===== src/rtl/sync_debounce_edge.sv =====
// Synchronizes a raw asynchronous level, debounces it with a stable-count FSM, and emits
// a clean level plus one-cycle rise/fall pulses. Optional abort counter: SYNC_DEBOUNCE_GLITCH_CNT_EN.
module sync_debounce_edge #(
  parameter int unsigned SYNC_STAGES  = 2,
  parameter int unsigned CNT_W        = 16,
  parameter int unsigned DEBOUNCE_CNT = 1000
) (
  input  logic clk,
  input  logic rst,
  input  logic en,
  input  logic din,
`ifdef SYNC_DEBOUNCE_GLITCH_CNT_EN
  input  logic       glitch_clr,
  output logic [7:0] glitch_cnt,
`endif
  output logic dout,
  output logic rise,
  output logic fall,
  output logic busy
);

  localparam logic [CNT_W-1:0] CNT_MAX = CNT_W'(DEBOUNCE_CNT);
  localparam logic [CNT_W-1:0] CNT_ONE = CNT_W'(1);

  typedef enum logic [1:0] {
    IDLE_LO = 2'd0,
    WAIT_HI = 2'd1,
    IDLE_HI = 2'd2,
    WAIT_LO = 2'd3
  } state_t;

  logic [SYNC_STAGES-1:0] sync_q;
  logic                   s;
  state_t                 state_q, state_d;
  logic [CNT_W-1:0]       cnt_q, cnt_d;
  logic                   dout_d, rise_d, fall_d, busy_d;

  // Synchronizer chain; only the last stage is observed
  always_ff @(posedge clk or negedge rst) begin
    if (!rst) sync_q <= '0;
    else      sync_q <= {sync_q[SYNC_STAGES-2:0], din};
  end

  assign s = sync_q[SYNC_STAGES-1];

  always_ff @(posedge clk or negedge rst) begin
    if (!rst) begin
      state_q <= IDLE_LO;
      cnt_q   <= '0;
      dout    <= 1'b0;
      rise    <= 1'b0;
      fall    <= 1'b0;
      busy    <= 1'b0;
    end else begin
      state_q <= state_d;
      cnt_q   <= cnt_d;
      dout    <= dout_d;
      rise    <= rise_d;
      fall    <= fall_d;
      busy    <= busy_d;
    end
  end

  always_comb begin
    state_d = state_q;
    cnt_d   = cnt_q;
    dout_d  = dout;
    rise_d  = 1'b0;
    fall_d  = 1'b0;
    if (!en) begin
      // Disabled: drop any pending candidate, fall back to the idle state of the held level
      if (state_q == WAIT_HI || state_q == WAIT_LO) begin
        state_d = dout ? IDLE_HI : IDLE_LO;
        cnt_d   = '0;
      end
    end else begin
      case (state_q)
        IDLE_LO: begin
          if (s) begin
            state_d = WAIT_HI;
            cnt_d   = CNT_ONE;
          end
        end
        WAIT_HI: begin
          if (!s) begin
            state_d = IDLE_LO;
            cnt_d   = '0;
          end else if (cnt_q == CNT_MAX) begin
            state_d = IDLE_HI;
            cnt_d   = '0;
            dout_d  = 1'b1;
            rise_d  = 1'b1;
          end else begin
            cnt_d = cnt_q + CNT_ONE;
          end
        end
        IDLE_HI: begin
          if (!s) begin
            state_d = WAIT_LO;
            cnt_d   = CNT_ONE;
          end
        end
        WAIT_LO: begin
          if (s) begin
            state_d = IDLE_HI;
            cnt_d   = '0;
          end else if (cnt_q == CNT_MAX) begin
            state_d = IDLE_LO;
            cnt_d   = '0;
            dout_d  = 1'b0;
            fall_d  = 1'b1;
          end else begin
            cnt_d = cnt_q + CNT_ONE;
          end
        end
        default: begin
          state_d = IDLE_LO;
          cnt_d   = '0;
        end
      endcase
    end
    busy_d = (state_d == WAIT_HI) || (state_d == WAIT_LO);
  end

`ifdef SYNC_DEBOUNCE_GLITCH_CNT_EN
  logic abort_c;

  // Only reversions of s count as glitches; enable-driven aborts are excluded
  assign abort_c = en && (((state_q == WAIT_HI) && !s) || ((state_q == WAIT_LO) && s));

  always_ff @(posedge clk or negedge rst) begin
    if (!rst)                              glitch_cnt <= 8'd0;
    else if (glitch_clr)                   glitch_cnt <= 8'd0;
    else if (abort_c && glitch_cnt != 8'hff) glitch_cnt <= glitch_cnt + 8'd1;
  end
`endif

endmodule


===== config.mk =====
export PLATFORM = sky130hd
export DESIGN_NAME = sync_debounce_edge
export DESIGN_NICKNAME = d
export VERILOG_FILES = /design/src/rtl/sync_debounce_edge.sv
export SDC_FILE = /design/constraint.sdc
export NUM_CORES = 1
export LEC_CHECK = 0
export BUFFER_PORTS_ARGS = -buffer_cell sky130_fd_sc_hd__buf_2
export CORE_ASPECT_RATIO = 0.75
export CORE_MARGIN = 5
export CORE_UTILIZATION = 45
export DETAILED_ROUTE_END_ITERATION = 7
export PLACE_DENSITY = 0.67
export SYNTH_ARGS = -nofsm -noshare
export SYNTH_HDL_FRONTEND = slang
export SYNTH_SLANG_ARGS = --single-unit

===== constraint.sdc =====
create_clock -name clk -period 2.93 [get_ports clk]
set_input_delay 0.4395 -clock clk [delete_from_list [all_inputs] [get_ports clk]]
set_output_delay 0.4395 -clock clk [all_outputs]
set_load 0.1 [all_outputs]

==> impl_metrics.csv, run 1 <==
group,metric,value,unit
sta,period_share,80.62,%
layout,drive_gt1_share,16.18,%
global_routing,overflow,0,
placement,numPortBuffers,7,
worst_setup_path,critPathTopFamily,"simple AND/OR/NAND/NOR gates",
placement,post-dp-hpwl,1883,µm
floorplan,core,0.002663,mm²
floorplan,initial_core_util,47.70,%
worst_setup_path,crit_buf_inv,0,
worst_hold_path,worstHoldPathType,"in -> async",
global_routing,grt_usage,14.13,%
logic_synthesis,synthFlopType,"dfrtp_1",
detailed_routing,wirelength,2561,µm
floorplan,die_w,71.34,µm
logic_synthesis,syn_inst,129,
worst_setup_path,startpoint_type,"flop",
worst_setup_path,worstSetupPathType,"reg -> reg",
worst_setup_path,cp-end-kind,"flop",
layout,final_common_cell,"dfrtp_1",
global_routing,grt_use_met3,3.971,%
layout,final_cell_area,0.001354,mm²
global_routing,grt_first_pass_wirelength,4402,µm
global_routing,grt_pass1_vias,924,
sta,slew_violations,0,
sta,min_period,2.362,ns
sta,tightest_slew,0.6482,ns
sta,max_freq,423.3,MHz
pwr,total_power,0.8267,mW
logic_synthesis,synth_top_area_share,45.32,%
sta,worst_slack,0.5677,ns
sta,slew_headroom,56.46,%
global_routing,grt_max_degree,24,
pwr,p_seq_share,47.4,%
detailed_routing,drc,0,
detailed_routing,via_per_inst,5.767,
logic_synthesis,yosysTopAreaCell,"dfrtp_1",
floorplan,die-area,0.003995,mm²
layout,area_delta_synth_final,6.601,%
logic_synthesis,yosysWarnings,0,
placement,placed_cell_area,0.001309,mm²
clocking,htree_levels,1,
pwr,leakage,0.5698,nW
layout,layout_common_cells,"dfrtp_1 (23), nand2_1 (11), o21ai_0 (9)",
clocking,cts_root_buffer,"clkbuf_8",
logic_synthesis,synth_area_leaders,"dfrtp_1 (45%), o21ai_0 (3.5%), nand2_1 (3.3%), nand3_1 (3.2%), a21oi_1 (2.8%)",
logic_synthesis,synth_edf_count,0,
logic_synthesis,ys_seq_area_share,45.32,%
pwr,p_sw_share,36.43,%
floorplan,die_h,56.01,µm
detailed_routing,post_drt_wl_per_cell,14.89,µm
floorplan,ios,8,
logic_synthesis,syn_avg_cell_area,9.845,µm²
detailed_routing,firstDrtPassIters,4,
logic_synthesis,yosys.cell_types.count,47,
sta,rsz0062_at_grt,"false",
pwr,power.density,610.6,mW/mm²
worst_setup_path,max_stage_delay,0.58,ns
worst_setup_path,crit_slowest_cell,"nor4_4",
clocking,ctsHoldBuffers,0,
placement,gp_congestion,0.8538,
clocking,clockBufferDepth,2,
clocking,numCtsBuffers,3,
detailed_routing,ant_nets,0,
worst_setup_path,crit_required,3.09,ns
clocking,cts_tree,"yes",
worst_setup_path,critPathMaxFanout,14,
clocking,cts_sinks,23,
layout,diodes,0,
status,status,"completed",
pwr,p_clk_share,23.9,%
pwr,internal-power,0.5255,mW
layout,layout.cells.non_filler,172,
sta,hold_violations,0,
sta,timing.final.setup_violations,0,
layout,nNetsFinal,143,
placement,place_inst,168,
placement,place_ws,0.5642,ns
layout,fillers,247,
clocking,clock_latency,0.27,ns
sta,fin_skew,0.006363,ns
clocking,cts_setup_buffers,0,
detailed_routing,vias,992,
floorplan,core.rowCount,16,
logic_synthesis,synthesis.area,0.001270,mm²
worst_setup_path,crit_chain,"or4_4, nor4_4, or2_4, o21ai_0, a22o_2",
clocking,cts_resized,0,
logic_synthesis,synth-seq-cells,23,
pwr,p_switching,0.3012,mW
global_routing,antenna_found_initial,0,
global_routing,use_met2,20.03,%
pwr,combPwrFrac,28.7,%
worst_setup_path,crit_arrival,2.53,ns
job,maxCapViolCount,0,
global_routing,busiest_layer,"met2",
detailed_routing,dr.first_iter.drc_count,102,
clocking,clkTransAtPathRegs,0.08,ns
global_routing,grt_use_met1,19.60,%
logic_synthesis,async_flop_share,100.0,%
pwr,peakVddDrop,0.3956,mV
sta,setup-tns-final,0,ns
logic_synthesis,syn-num-nets,135,
## worst register-to-register path, cell delays in order, from the launching register on
cell and delay, ns:
dfrtp_1 0.46, or4_4 0.57, nor4_4 0.58, or2_4 0.34, o21ai_0 0.11, a22o_2 0.21
## power by group through the flow
stage / Sequential (mW) / Combinational, mW / Clock, mW
after floorplan: 0.410 / 0.169 / 0
after global placement: 0.396 / 0.231 / 0
after detailed placement: 0.397 / 0.238 / 0
after CTS: 0.391 / 0.239 / 0.201
after global routing: 0.396 / 0.266 / 0.216
final: 0.392 / 0.238 / 0.197
## cell usage after synthesis (all sizes together), types with 2 or more instances
library cell,n
nor3b,2
nor3,2
a22o,2
o31ai,2
dfrtp,23
inv,8
nor2,7
a211oi,2
nand4,5
or4,2
nand2,11
a21oi,7
a21o,3
nand3,9
nor4,3
o22ai,3
a31oi,2
buf,4
o21ai,10
xor2,2
ha,2
## final timing paths
kind | end | start | slack (ns) | depth (start not counted)
min reg2reg | sync_q[1] | sync_q[0] | 0.36 | 0
max in group asynchronous | dout | rst | 2.45 | 1
min | cnt_q[7] | rst | 0.13 | 1
min in group clk | sync_q[0] | din | 0.28 | 1
max reg2reg | cnt_q[8] | cnt_q[2] | 0.57 | 5
max | cnt_q[8] | cnt_q[2] | 0.57 | 5
## metrics by stage
step	util (%)	hold slack, ns
3_5_place_dp	49.15	0.3405
3_3_place_gp	49.15	0.3407
4_1_cts	50.85	0.1519
5_1_grt	50.85	0.1750
6_report	50.85	0.1287
2_1_floorplan	-	0.1439
## kinds of logic (layout without fill, tap and decap cells)
group / count (synthesis) / count (layout) / share of synthesized area (%)
AND/OR/NAND/NOR: 51 / 51 / 24.93
adder cells (fa/ha/maj): 2 / 2 / 1.970
AO/OA/AOI/OAI: 37 / 37 / 19.21
flip-flops: 23 / 23 / 45.32
XOR/XNOR: 3 / 3 / 2.069
multiplexers: 1 / 1 / 0.8866
buffers and inverters: 12 / 19 / 5.616
## registers in the layout, summed over array words and instances (netlist names), named ones only
register  count
sync_q        2
fall          1
dout          1
cnt_q        16
state_q       1
rise          1
## per-layer routing
layer,vias up,wire length [µm]
met5,-,0
met4,0,45
met3,5,93
met2,18,1132
met1,476,1290
li1,493,-
## cell type report
type | instances | area (µm²) | area share [%]
clock buffers | 4 | 45.04 | 3.327
inverters | 8 | 30.03 | 2.218
multi-input cells | 94 | 623.1 | 46.03
flip-flops and latches | 23 | 575.6 | 42.51
well taps | 36 | 45.04 | 3.327
repair buffers | 7 | 35.03 | 2.588
(Power assumes the default switching activity.)
==> run 2, diff against run 1 <==
clock period = 2.4 ns   (was 2.93 ns; I/O delays follow)
==> run 2 against run 1 <==
Worst hold slack worse by 0.082 ns. Total power up 23%. Count of clock-buffer cells in the layout unchanged. Cell area up 0.55%. Largest power group unchanged. Clock skew up 0.0014 ns.
==> impl_metrics.csv, run 2 (synthesized netlist as in run 1, its figures left out) <==
group,metric,value,unit
detailed_routing,ant_nets,0,
layout,area_delta_synth_final,7.192,%
sta,fin_skew,0.007764,ns
worst_setup_path,critPathMaxFanout,10,
sta,worst_slack,0.3714,ns
placement,place_ws,0.3809,ns
placement,placed_cell_area,0.001316,mm²
layout,final_cell_area,0.001361,mm²
worst_setup_path,crit_arrival,2.23,ns
sta,max_freq,493.0,MHz
layout,final_util,51.13,%
global_routing,grt_first_pass_wirelength,4616,µm
floorplan,core.rowCount,16,
worst_hold_path,worstHoldPathType,"in -> async",
pwr,power.density,749.8,mW/mm²
clocking,clkTransAtPathRegs,0.08,ns
layout,nNetsFinal,144,
worst_setup_path,r2r_cells,5,
clocking,numCtsBuffers,3,
detailed_routing,firstDrtPassIters,4,
detailed_routing,wirelength,2773,µm
detailed_routing,post_drt_wl_per_cell,16.03,µm
sta,rsz0062_at_grt,"false",
worst_setup_path,crit_required,2.60,ns
clocking,cts_sinks,23,
layout,final_common_cell,"dfrtp_1",
sta,timing.final.setup_violations,0,
sta,period_share,84.52,%
job,maxCapViolCount,0,
global_routing,grt_max_degree,24,
placement,gp_congestion,0.9109,
clocking,cts_tree,"yes",
clocking,cts_root_buffer,"clkbuf_8",
floorplan,die_h,56.01,µm
sta,tightest_slew,0.6841,ns
pwr,total_power,1.021,mW
pwr,leakage,0.5752,nW
layout,drive_gt1_share,16.79,%
detailed_routing,via_per_inst,5.879,
sta,slew_violations,0,
global_routing,antenna_found_initial,0,
floorplan,die-area,0.003995,mm²
sta,hold_violations,0,
worst_setup_path,startpoint_type,"flop",
clocking,cts_setup_buffers,0,
worst_setup_path,crit_path_start,"cnt_q[2]",
clocking,htree_levels,1,
sta,min_period,2.029,ns
layout,largest_register_ffs,16,
placement,post-dp-hpwl,1971,µm
global_routing,overflow,0,
worst_setup_path,cp-end-kind,"flop",
sta,slew_headroom,53.97,%
placement,numPortBuffers,7,
layout,diodes,0,
worst_setup_path,worstReg2RegStart,"cnt_q[2]",
floorplan,die_w,71.34,µm
pwr,peakVddDrop,0.6191,mV
detailed_routing,drc,0,
global_routing,grt_pass1_vias,910,
clocking,cts_resized,0,
clocking,clockBufferDepth,2,
worst_setup_path,r2r_slack,0.37,ns
global_routing,grt_usage,15.06,%
layout,layout_common_cells,"dfrtp_1 (23), nand2_1 (11), o21ai_0 (9)",
detailed_routing,dr.first_iter.drc_count,105,
layout,reg.largest.list,"cnt_q (16), sync_q (2)",
layout,top_register,"cnt_q",
floorplan,core,0.002663,mm²
status,status,"completed",
floorplan,initial_core_util,47.70,%
clocking,ctsHoldBuffers,0,
clocking,clock_latency,0.27,ns
worst_setup_path,worstSetupPathType,"reg -> reg",
sta,setup-tns-final,0,ns
detailed_routing,vias,1017,
floorplan,ios,8,
==> run 2: how the worst min path moves through the flow <==
stage               from  depth (start not counted)  slack, ns   endpoint
3_5_place_dp   sync_q[0]                          0       0.34  sync_q[1]
3_3_place_gp   sync_q[0]                          0       0.33  sync_q[1]
4_1_cts              rst                          1       0.07   cnt_q[8]
6_report             rst                          1       0.05   cnt_q[7]
5_1_grt              rst                          1       0.08   cnt_q[8]
2_1_floorplan        rst                          0       0.06  async pin
==> run 2: cell type report <==
| class | instances | area, µm² |
|---|---|---|
| Fill cell | 247 | 1301 |
| Multi-Input combinational cell | 94 | 623.1 |
| Sequential cell | 23 | 575.6 |
| Clock buffer | 4 | 45.04 |
| Timing Repair Buffer | 8 | 42.54 |
| Tap cell | 36 | 45.04 |
| Inverter | 8 | 30.03 |
==> run 2: per-layer routing <==
layer / track usage [%] / share of wire [%] / vias up
li1: - / - / 495
met1: 23.18 / 50 / 479
met2: 18.85 / 40 / 38
met3: 4.513 / 7.6 / 5
met4: 6.434 / 1.7 / 0
met5: 0 / 0 / -
==> run 2: power by group <==
part,switching [mW],internal (mW)
registers,0.0565,0.423
logic,0.195,0.101
clock network,0.126,0.119
total,0.378,0.643
==> run 2: critical path: stages (launching register included) <==
cell     delay (ns)
dfrtp_1        0.45
or4_4          0.57
nor4_4         0.24
buf_4          0.22
mux2_2         0.34
a21oi_1        0.14
==> run 2: metrics by stage <==
| step | std cells | hold WS (ns) |
|---|---|---|
| floorplan | 129 | 0.06441 |
| global placement | 169 | 0.3340 |
| detailed placement | 169 | 0.3418 |
| CTS | 173 | 0.06619 |
| global route | 173 | 0.08089 |
| finish | 173 | 0.04650 |
==> run 3, diff against run 2 <==
clock period = 2.05 ns   (was 2.4 ns; I/O delays follow)
==> run 3 against run 2 <==
Via count decreased by 1.4%. Total power is 18% higher. Utilization is 1.2 points higher. First-iteration DRC count fell by 12%. Critical path depth unchanged. Cell count increased by 2.3%. Cell area up 2.3%. Register-to-register slack lost 0.26 ns.
==> impl_metrics.csv, run 3 (synthesized netlist as in run 1, its figures left out) <==
group,metric,value,unit
clocking,cts_tree,"yes",
layout,diodes,0,
worst_setup_path,critPathMaxFanout,10,
pwr,leakage,0.5938,nW
sta,worst_slack,0.1158,ns
floorplan,core,0.002663,mm²
clocking,cts_resized,0,
global_routing,grt_first_pass_wirelength,4409,µm
global_routing,grt_pass1_vias,915,
layout,drive_gt1_share,19.86,%
sta,tightest_slew,0.6061,ns
worst_setup_path,cp.depth,5,
clocking,clock_latency,0.26,ns
worst_setup_path,crit_required,2.25,ns
floorplan,ios,8,
clocking,ctsHoldBuffers,0,
clocking,cts_setup_buffers,0,
worst_hold_path,worstHoldPathType,"in -> async",
pwr,peakVddDrop,0.6346,mV
clocking,numCtsBuffers,3,
floorplan,die_w,71.34,µm
layout,reg.largest.list,"cnt_q (16), sync_q (2)",
sta,rsz0062_at_grt,"false",
layout,area_delta_synth_final,9.656,%
placement,place_ws,0.1357,ns
global_routing,overflow,0,
detailed_routing,wirelength,2626,µm
status,status,"completed",
worst_setup_path,critPathTopFamily,"simple AND/OR/NAND/NOR gates",
layout,final_common_cell,"dfrtp_1",
sta,fin_skew,0.002272,ns
sta,slew_headroom,59.22,%
layout,fillers,248,
worst_setup_path,crit_buf_inv,1,
job,maxCapViolCount,0,
sta,hold_violations,0,
sta,setup-tns-final,0,ns
layout,nNetsFinal,148,
layout,layout_common_cells,"dfrtp_1 (22), nand2_1 (11), o21ai_0 (9)",
worst_setup_path,crit_arrival,2.13,ns
worst_setup_path,r2r_cells,5,
clocking,clockBufferDepth,2,
floorplan,initial_core_util,47.70,%
placement,gp_congestion,0.8904,
detailed_routing,firstDrtPassIters,4,
sta,timing.final.setup_violations,0,
floorplan,die-area,0.003995,mm²
clocking,cts_root_buffer,"clkbuf_8",
worst_setup_path,cp-end-kind,"flop",
detailed_routing,vias,1003,
global_routing,grt_usage,14.02,%
floorplan,die_h,56.01,µm
placement,numPortBuffers,7,
worst_setup_path,worstSetupPathType,"reg -> reg",
worst_setup_path,max_stage_delay,0.51,ns
pwr,power.density,862.3,mW/mm²
detailed_routing,via_per_inst,5.667,
detailed_routing,dr.first_iter.drc_count,92,
layout,top_register,"cnt_q",
global_routing,antenna_found_initial,0,
clocking,htree_levels,1,
sta,slew_violations,0,
worst_setup_path,startpoint_type,"flop",
placement,post-dp-hpwl,1887,µm
detailed_routing,post_drt_wl_per_cell,14.84,µm
layout,final_util,52.30,%
clocking,clkTransAtPathRegs,0.08,ns
floorplan,core.rowCount,16,
layout,largest_register_ffs,16,
detailed_routing,ant_nets,0,
sta,min_period,1.934,ns
sta,period_share,94.35,%
clocking,cts_sinks,23,
sta,max_freq,517.0,MHz
global_routing,grt_max_degree,24,
detailed_routing,drc,0,
worst_setup_path,crit_chain,"or4_4, nor4_4, buf_4, mux2_2, a21oi_1",
worst_setup_path,crit_slowest_cell,"or4_4",
-- run 3: worst paths after layout --
kind | slack (ns) | endpoint | startpoint
max | 0.12 | flop | cnt_q[12]
max reg2reg | 0.12 | flop | cnt_q[12]
min reg2reg | 0.36 | sync_q[1] | sync_q[0]
min in group clk | 0.14 | sync_q[0] | din
max in group asynchronous | 1.67 | state_q[0] | rst
min | 0.007 | cnt_q[4] | rst
-- run 3: per-layer routing --
metal / GRT usage (%) / wire length [µm]
met5: 0 / 0
met2: 19.11 / 1090
met3: 4.693 / 174
met1: 20.40 / 1322
met4: 4.826 / 39
-- run 3: metrics by stage --
step           instance area, µm²  power [mW]  std cells  hold WS [ns]
3_5_place_dp                 1348      0.9266        173        0.3130
3_3_place_gp                 1348      0.9105        173        0.3063
4_1_cts                      1393       1.209        177       0.02153
2_1_floorplan                1271      0.8287        129       0.01191
6_report                     1393       1.201        177      0.007494
5_1_grt                      1393       1.276        177       0.04802
-- run 3: cell type report --
cell class              count  area [µm²]  share of cell area (%)
clock buffers               4       45.04                   3.234
repair buffers             12       72.57                   5.211
inverters                   8       30.03                   2.156
well taps                  36       45.04                   3.234
flip-flops and latches     23       576.8                   41.42
multi-input cells          94       623.1                   44.74
-- run 3: worst reg2reg max path, cell delays in order (launching register included) --
cell and delay, ns:
dfrtp_1 0.43, or4_4 0.51, nor4_4 0.24, buf_4 0.22, mux2_2 0.34, a21oi_1 0.13
-- run 3: power breakdown --
part	leakage [nW]	switching, mW	internal, mW	total, mW
clock network	0.0228	0.140	0.139	0.279
logic	0.267	0.229	0.132	0.361
registers	0.304	0.0639	0.497	0.561
total	0.594	0.434	0.767	1.20
